--- config.mk ---
export PLATFORM = sky130hd
export DESIGN_NAME = execute_proc
export DESIGN_NICKNAME = d
export VERILOG_FILES = /design/src/rtl/execute_proc.sv
export SDC_FILE = /design/constraint.sdc
export NUM_CORES = 1
export LEC_CHECK = 0
export CORE_ASPECT_RATIO = 2
export CORE_MARGIN = 10
export CORE_UTILIZATION = 40
export DETAILED_ROUTE_END_ITERATION = 16
export PLACE_DENSITY_LB_ADDON = 0.05
export SETUP_SLACK_MARGIN = 0.3
export SLEW_MARGIN = 40
export SYNTH_ARGS = -nofsm -noshare
export SYNTH_HDL_FRONTEND = slang
export SYNTH_SLANG_ARGS = --single-unit
--- constraint.sdc ---
create_clock -name clock -period 10.35 [get_ports clock]
set_input_delay 1.5525 -clock clock [delete_from_list [all_inputs] [get_ports clock]]
set_output_delay 1.5525 -clock clock [all_outputs]
set_load 0.03 [all_outputs]
--- src/rtl/execute_proc.sv ---
// Y86-64 execute stage: ALU, condition codes, branch/cmov evaluation,
// forwarding outputs to decode and the registered M pipeline fields.
module execute_proc (
  input  logic        clock,
  input  logic        reset,
  input  logic [3:0]  E_in_code,
  input  logic [3:0]  E_in_fun,
  input  logic [63:0] E_val_a,
  input  logic [63:0] E_val_b,
  input  logic [63:0] E_val_c,
  input  logic [3:0]  E_dst_e,
  input  logic [3:0]  E_dst_m,
  input  logic [1:0]  E_stat,
  input  logic [1:0]  m_stat,
  input  logic [1:0]  W_stat,
  input  logic        M_bub,
  output logic [63:0] e_val_e,
  output logic [3:0]  e_dst_e,
  output logic        e_cnd,
  output logic [1:0]  M_stat,
  output logic [3:0]  M_in_code,
  output logic [3:0]  M_in_fun,
  output logic [63:0] M_val_e,
  output logic [63:0] M_val_a,
  output logic [3:0]  M_dst_e,
  output logic [3:0]  M_dst_m,
  output logic        M_cnd,
  output logic        cc_zf,
  output logic        cc_sf,
  output logic        cc_of
);

  localparam int unsigned W = 64;

  localparam logic [3:0] I_NOP   = 4'd1;
  localparam logic [3:0] I_CMOV  = 4'd2;
  localparam logic [3:0] I_IRMOV = 4'd3;
  localparam logic [3:0] I_RMMOV = 4'd4;
  localparam logic [3:0] I_MRMOV = 4'd5;
  localparam logic [3:0] I_OPQ   = 4'd6;
  localparam logic [3:0] I_JXX   = 4'd7;
  localparam logic [3:0] I_CALL  = 4'd8;
  localparam logic [3:0] I_RET   = 4'd9;
  localparam logic [3:0] I_PUSH  = 4'd10;
  localparam logic [3:0] I_POP   = 4'd11;
  localparam logic [3:0] R_NONE  = 4'hF;
  localparam logic [1:0] S_AOK   = 2'd0;

  typedef enum logic [1:0] {ALU_ADD, ALU_SUB, ALU_AND, ALU_XOR} alu_fun_t;

  logic [W-1:0] alu_a, alu_b, alu_r;
  alu_fun_t     alu_fun;
  logic         new_zf, new_sf, new_of;
  logic         set_cc;
  logic         cond;

  // Operand and function selection by instruction class
  always_comb begin
    alu_a   = '0;
    alu_b   = '0;
    alu_fun = ALU_ADD;
    case (E_in_code)
      I_CMOV, I_OPQ:             alu_a = E_val_a;
      I_IRMOV, I_RMMOV, I_MRMOV: alu_a = E_val_c;
      I_CALL, I_PUSH:            alu_a = {{(W-4){1'b1}}, 4'b1000};
      I_RET, I_POP:              alu_a = W'(8);
      default:                   alu_a = '0;
    endcase
    case (E_in_code)
      I_RMMOV, I_MRMOV, I_OPQ, I_CALL, I_RET, I_PUSH, I_POP: alu_b = E_val_b;
      default:                                               alu_b = '0;
    endcase
    // Undefined OPq functions fall back to add
    if (E_in_code == I_OPQ && E_in_fun[3:2] == 2'b00)
      alu_fun = alu_fun_t'(E_in_fun[1:0]);
  end

  // ALU and flag generation
  always_comb begin
    alu_r  = '0;
    new_of = 1'b0;
    case (alu_fun)
      ALU_ADD: begin
        alu_r  = alu_b + alu_a;
        new_of = (alu_a[W-1] == alu_b[W-1]) && (alu_r[W-1] != alu_a[W-1]);
      end
      ALU_SUB: begin
        alu_r  = alu_b - alu_a;
        new_of = (alu_a[W-1] != alu_b[W-1]) && (alu_r[W-1] != alu_b[W-1]);
      end
      ALU_AND: alu_r = alu_b & alu_a;
      ALU_XOR: alu_r = alu_b ^ alu_a;
      default: alu_r = alu_b + alu_a;
    endcase
    new_zf = (alu_r == '0);
    new_sf = alu_r[W-1];
  end

  assign e_val_e = alu_r;
  assign set_cc  = (E_in_code == I_OPQ) && (m_stat == S_AOK) &&
                   (W_stat == S_AOK) && (E_stat == S_AOK);

  // Branch/cmov condition from the stored condition codes
  always_comb begin
    cond = 1'b0;
    case (E_in_fun)
      4'd0:    cond = 1'b1;
      4'd1:    cond = (cc_sf ^ cc_of) | cc_zf;
      4'd2:    cond = cc_sf ^ cc_of;
      4'd3:    cond = cc_zf;
      4'd4:    cond = ~cc_zf;
      4'd5:    cond = ~(cc_sf ^ cc_of);
      4'd6:    cond = ~(cc_sf ^ cc_of) & ~cc_zf;
      default: cond = 1'b0;
    endcase
    e_cnd   = (E_in_code == I_CMOV || E_in_code == I_JXX) ? cond : 1'b1;
    e_dst_e = (E_in_code == I_CMOV && !e_cnd) ? R_NONE : E_dst_e;
  end

  // Condition-code register, loaded only by OPq with clean status
  always_ff @(posedge clock) begin
    if (reset) begin
      cc_zf <= 1'b1;
      cc_sf <= 1'b0;
      cc_of <= 1'b0;
    end else if (set_cc) begin
      cc_zf <= new_zf;
      cc_sf <= new_sf;
      cc_of <= new_of;
    end
  end

  // M pipeline register with bubble injection
  always_ff @(posedge clock) begin
    if (reset || M_bub) begin
      M_stat    <= S_AOK;
      M_in_code <= I_NOP;
      M_in_fun  <= 4'd0;
      M_val_e   <= '0;
      M_val_a   <= '0;
      M_dst_e   <= R_NONE;
      M_dst_m   <= R_NONE;
      M_cnd     <= 1'b0;
    end else begin
      M_stat    <= E_stat;
      M_in_code <= E_in_code;
      M_in_fun  <= E_in_fun;
      M_val_e   <= e_val_e;
      M_val_a   <= E_val_a;
      M_dst_e   <= e_dst_e;
      M_dst_m   <= E_dst_m;
      M_cnd     <= e_cnd;
    end
  end

endmodule

==> flow_summary.toml, run 1 <==
[clock_network]
cts.sinks = 150
hold_buffers = 0
clk_path_buf_depth = 2
cts-root-buf = "clkbuf_16"
h-tree-depth = 4
cts_made_buffers = 17
clk_latency_ns = 0.47
path_clk_slew_ns = 0.07
cts_tree = "done"

[pwr]
p_leak_nw = 9.205
pwr_density_cell_mw_per_mm2 = 129.9
ir_drop_mv = 0.1307

[logic_synthesis]
synth-compound-area-share = 0.3240
syn_area_sq_mm = 0.01666
syn_inst = 2300
syn_nets = 2646
yosysWarningCount = 0
synth_top_area_cell = "dfxtp_1"
synth_top_family_by_area = "compound AO/OA/AOI/OAI gates"
ys_ff_latch = 150
synth-edff-count = 0
netlist.area_leader.share = 0.1802
async_flop_share = 0
synth-xor-area-share = 0.02313
yosys.area_share.simple = 0.2822
synthMuxAreaShare = 0.01697
ys.flop_type = "dfxtp_1"
yosysSeqAreaShare = 0.1802
syn_area_per_cell_sq_um = 7.245
synth_adder_area_share = 0.09776
synthTopCellsByArea = "dfxtp_1 18%, ha_1 9.5%, a21oi_1 5.8%"
ys_types = 115

[grt]
track_usage = 0.4294
first_global_vias = 21940
grt_pass1_wl_um = 156900
grt_start_max_net_pins = 67
gr-total-overflow = 0
antenna_found_initial = 5

[setup_path]
worstReg2RegStart = "cc_of"
cp_max_fo = 18
worst-setup-path-type = "in -> out"
r2r_end = "M_dst_e[1]"
crit_required_ns = 8.80
r2r_setup_slack_ns = 8.02
rr_worst_depth = 6
critPathLaunchType = "primary input"
cp-end-kind = "output port"
cp.arrival_ns = 8.44

[place]
gp_congestion = 1.088
place_area_sq_mm = 0.02199
pre_cts_slack_ns = 0.6602
dpl.hpwl_um = 89760
io_buffers = 435

[hold_path]
hold_path_end = "cc_of"
hold_path_class = "reg -> reg"
hp-start = "cc_of"
whs_path_depth = 2

[detailed_routing]
drcViolationCount = 0
viasPerCell = 6.605
wl_per_cell_um = 34.45
drt_pass1_iterations = 8
wl_um = 112900
vias = 21650
ant_nets = 0
drt_iter0_markers = 1990

[floorplan]
initial_core_util = 0.4052
fp-row-count = 105
die_y_um = 308.6
dieWidth_um = 164.3
top_level_ports = 436
dieArea_sq_mm = 0.05072
core_sq_mm = 0.04112

[run]
maxCapViolCount = 0

[finish]
areaGrowthSynthToFinish_pct = 36.04
layout-drive-gt1-share = 0.09024
final_net_count = 3071
utilization = 0.5513
finalInstanceArea_sq_mm = 0.02267

[timing]
final-max-slew-violation-count = 0
finalCriticalPeriod_ns = 9.989
clock_skew_ns = 0.007267
tightest_slew_ns = 1.004
max_freq_mhz = 100.1
final-setup-viol-count = 0
hold_viol = 0
fin_crit_sh = 0.9651
slew-limit-headroom = 0.3292
worst_slack_ns = 0.3610
tns_ns = 0
rsz0062_at_grt = "yes"

[outcome]
outcome = "completed"
==> synthesized netlist by cell type, types with 21 or more instances <==
cell type  number
nor4_1         30
or3_1          21
a221oi_1       22
a21oi_1       194
a31oi_1        39
and2_1        118
nand4_1        25
nand2b_1       25
nor3_1         65
a221o_1        56
buf_2          29
xnor2_1        37
nor2_1        181
dfxtp_1       150
nand3_1        59
a211oi_1       32
ha_1          127
o21bai_1       32
a21o_1         22
o21ai_0       107
clkbuf_1       91
o31ai_1        31
nand2_1       157
o211ai_1       29
nor2b_1        98
inv_1         158
==> worst max path at each step <==
stage            startpoint     endpoint  slack (ns)  cells after the start
2_1_floorplan  E_in_code[2]  e_val_e[28]        2.82                     17
3_3_place_gp   E_in_code[2]  e_val_e[35]        0.53                     17
3_5_place_dp   E_in_code[0]  e_val_e[49]        0.66                     21
4_1_cts        E_in_code[0]  e_val_e[49]        0.64                     21
5_1_grt        E_in_code[0]  e_val_e[49]        0.29                     20
6_report       E_in_code[0]  e_val_e[49]        0.36                     20
==> power by group <==
| group | total, W | switching (W) | internal, W |
|---|---|---|---|
| clock | 0.000709 | 0.000314 | 0.000396 |
| sequential | 0.000616 | 0.00000853 | 0.000607 |
| combinational | 0.00162 | 0.00104 | 0.000580 |
==> layer usage <==
metal,track usage,vias to the layer above,routed length (um)
met2,0.7562,1504,55780
met5,0,-,0
li1,-,9310,-
met1,0.3721,10170,33240
met3,0.1034,661,9435
met4,0.4582,0,14450
==> cell usage in the layout, fill, tap and decap left out, types with 32 or more instances in the layout <==
cell,synthesis,layout
clkdlybuf4s50_1,0,435
a21oi_1,194,191
nor2_1,181,178
inv_1,158,158
nand2_1,157,156
dfxtp_1,150,150
ha_1,127,127
and2_1,118,118
buf_4,4,109
o21ai_0,107,105
nor2b_1,98,96
nor3_1,65,61
nand3_1,59,59
a221o_1,56,56
a31oi_1,39,39
xnor2_1,37,37
o21bai_1,32,32
==> cell families (layout without fill, tap and decap cells) <==
kind of cell,count (synthesis),in the layout
muxes,27,27
adders and majority gates,129,129
DFF,150,150
xor gates and xnor gates,44,44
buffers and inverters,301,738
and+or+nand+nor,882,882
other,0,5
AOI/OAI and AO/OA,767,767
==> per-stage QoR <==
step / power (W) / hold slack, ns / std cells
CTS: 0.002884 / 0.5805 / 3272
global route: 0.003027 / 0.6003 / 3275
detailed placement: 0.002182 / 0.5628 / 3241
global placement: 0.002170 / 0.5408 / 3241
floorplan: 0.001507 / 0.6623 / 2300
finish: 0.002944 / 0.5895 / 3277
==> area by class of cell <==
type,instances,area (sq um)
timing repair buffer,545,5192
fill,3935,18450
tap,535,669.4
multi-input combinational,1849,12560
antenna,5,12.51
sequential,150,3003
clock inverter,12,166.4
inverter,162,608.1
clock buffer,19,452.9
==> flip-flops by register name, indices dropped and copies added, names as in the netlist <==
| signal | cells |
|---|---|
| M_cnd | 1 |
| M_stat | 2 |
| cc_zf | 1 |
| M_dst_m | 4 |
| cc_sf | 1 |
| M_in_code | 4 |
| M_in_fun | 4 |
| cc_of | 1 |
| M_val_a | 64 |
| M_val_e | 64 |
| M_dst_e | 4 |
==> worst max-delay path, stage by stage <==
cell and delay (ns):
clkdlybuf4s50_1 0.76, nand2_1 0.21, mux2_2 0.34, nor2_4 0.39, buf_4 0.25, a221o_1 0.52
ha_1 0.51, a21oi_1 0.33, o21ai_0 0.22, a22oi_2 0.52, a21oi_1 0.18, buf_4 0.19
o21ai_0 0.26, a211oi_1 0.13, a21oi_1 0.53, xnor2_1 0.13, a221oi_1 0.53, buf_4 0.22
inv_1 0.04, clkdlybuf4s50_1 0.59
==> what timing repair did <==
| action | 4_1_cts | 5_1_grt |
|---|---|---|
| resized for setup | 0 | 2 |
| buffers inserted | 0 | 0 |
| setup endpoints to repair | 0 | 2 |
Note: power is estimated with default switching activity, not from simulation.
==> inputs of run 2 (changes only) <==
SETUP_SLACK_MARGIN = not set   (was 0.3)
==> run 2 against run 1 <==
Register-to-register slack worse by 0.04 ns. Clock skew about the same. Via count barely moved. Final cell count stayed put. Power hardly changed. Sequential power about the same. Wire length barely moved. First-iteration DRC count barely moved. Worst hold slack better by 0.0055 ns. Die area did not move. Critical path depth unchanged. Sequential share of layout area hardly changed. Critical endpoint unchanged. Highest routed layer unchanged.
==> flow_summary.toml, run 2 (synthesis results as in run 1) <==
[place]
place_area_sq_mm = 0.02199
io_buffers = 435
gp_congestion = 1.088
dpl.hpwl_um = 89760

[clock_network]
cts_setup_buffers = 0
path_clk_slew_ns = 0.07
h-tree-depth = 4
cts-root-buf = "clkbuf_16"
clk_latency_ns = 0.47
cts_tree = "done"
cts.sinks = 150
hold_buffers = 0
clk_path_buf_depth = 2
post_cts_resized = 0
cts_made_buffers = 17

[floorplan]
dieWidth_um = 164.3
initial_core_util = 0.4052
top_level_ports = 436
die_y_um = 308.6
dieArea_sq_mm = 0.05072
core_sq_mm = 0.04112
fp-row-count = 105

[timing]
final-max-slew-violation-count = 0
hold_viol = 0
fin_crit_sh = 0.9825
final-setup-viol-count = 0
tns_ns = 0
max_freq_mhz = 98.34
tightest_slew_ns = 1.008
finalCriticalPeriod_ns = 10.17
rsz0062_at_grt = "no"
clock_skew_ns = 0.007288
slew-limit-headroom = 0.3266

[setup_path]
rr_worst_depth = 6
cp.depth = 20
worst-setup-path-type = "in -> out"
crit_required_ns = 8.80
endpoint = "e_val_e[49]"
worstSetupStartpoint = "E_in_code[0]"
cp_max_fo = 18
critPathBufInv = 6
cp.arrival_ns = 8.62
critPathLaunchType = "primary input"
worstReg2RegStart = "cc_of"
critPathTopFamily = "compound AO/OA/AOI/OAI gates"
worst_path_largest_cell_delay_ns = 0.76
cp-end-kind = "output port"
r2r_setup_slack_ns = 7.98
crit_path_top_delay_cell = "clkdlybuf4s50_1"
r2r_end = "M_dst_e[1]"
path_cells = "clkdlybuf4s50_1, nand2_1, mux2_2, nor2_4, buf_4, a221o_1, ha_1, a21oi_1, o21ai_0, a22oi_1, a21oi_1, buf_4, o21ai_0, a211oi_1, a21oi_1, xnor2_1, a221oi_1, buf_4, inv_1, clkdlybuf4s50_1"

[detailed_routing]
viasPerCell = 6.608
ant_nets = 0
vias = 21660
wl_per_cell_um = 34.42
drt_pass1_iterations = 9
drcViolationCount = 0
wl_um = 112800
drt_iter0_markers = 1991

[pwr]
ir_drop_mv = 0.1311
pwr_density_cell_mw_per_mm2 = 129.9
p_leak_nw = 9.202

[finish]
final_common_cell = "clkdlybuf4s50_1"
reg_top3 = "M_val_a x64, M_val_e x64"
ff_latch_area_sq_mm = 0.003003
finalInstanceArea_sq_mm = 0.02266
layout-drive-gt1-share = 0.08951
final_net_count = 3071
areaGrowthSynthToFinish_pct = 35.97
nFillCells = 3937
multiInputGateArea_sq_mm = 0.01255
mostFrequentLayoutCells = "435 x clkdlybuf4s50_1, 191 x a21oi_1, 178 x nor2_1"

[grt]
first_global_vias = 21940
grt_pass1_wl_um = 156900
track_usage = 0.4294
gr-total-overflow = 0
antenna_found_initial = 5
grt_start_max_net_pins = 67

[run]
maxCapViolCount = 0

[outcome]
outcome = "completed"

[hold_path]
hold_path_class = "reg -> reg"
## run 2: cell types whose count changed in the layout (fill, tap and decap cells not counted)
cell | before | now
a22oi_1 | 12 | 13
a221oi_1 | 18 | 19
a22oi_2 | 1 | 0
a221oi_2 | 5 | 4
## run 2: power breakdown
| group | leakage, nW | switching (W) | internal, W |
|---|---|---|---|
| clock network | 0.302 | 0.000312 | 0.000396 |
| registers | 1.23 | 0.00000851 | 0.000607 |
| logic | 7.67 | 0.00104 | 0.000580 |
| total | 9.20 | 0.00136 | 0.00158 |
## run 2: area by class of cell
| class | instances | share of cell area |
|---|---|---|
| well taps | 535 | 0.02954 |
| flip-flops and latches | 150 | 0.1325 |
| diodes | 5 | 0.0005522 |
| clock inverters | 12 | 0.007344 |
| repair buffers | 545 | 0.2292 |
| clock buffers | 19 | 0.01999 |
| inverters | 162 | 0.02684 |
| multi-input cells | 1849 | 0.5540 |
## run 2: worst reg2reg max path, cell delays in order, from the launching register on
cell and delay, ns:
dfxtp_1 0.34, xnor2_1 0.51, nor2_1 0.08, o311ai_0 0.32, o2111ai_1 0.28, nor3_2 0.58
or3_1 0.21
## run 2: worst min path at each step
stage / start / end / slack (ns) / cells past startpoint
after floorplan: cc_sf / cc_sf / 0.66 / 2
final: cc_of / cc_of / 0.60 / 2
after detailed placement: cc_of / cc_of / 0.56 / 2
after global placement: cc_sf / cc_sf / 0.54 / 2
after global routing: cc_of / cc_of / 0.60 / 2
after CTS: cc_of / cc_of / 0.58 / 2
## run 2: stage by stage
step	total power [W]	utilization	instances	hold WS (ns)	setup slack [ns]
2_1_floorplan	0.001507	-	2300	0.6623	2.824
3_3_place_gp	0.002170	0.5333	3241	0.5408	0.5307
3_5_place_dp	0.002182	0.5349	3241	0.5628	0.6602
4_1_cts	0.002884	0.5499	3272	0.5805	0.6439
5_1_grt	0.003027	0.5509	3275	0.6003	0.03674
6_report	0.002942	0.5510	3277	0.5950	0.1814
## run 2: per-layer routing
layer / up-vias / track usage / wire length (um)
met1: 10180 / 0.3721 / 33050
met5: - / 0 / 0
met4: 0 / 0.4582 / 14530
met2: 1504 / 0.7562 / 55770
met3: 654 / 0.1034 / 9444
li1: 9316 / - / -
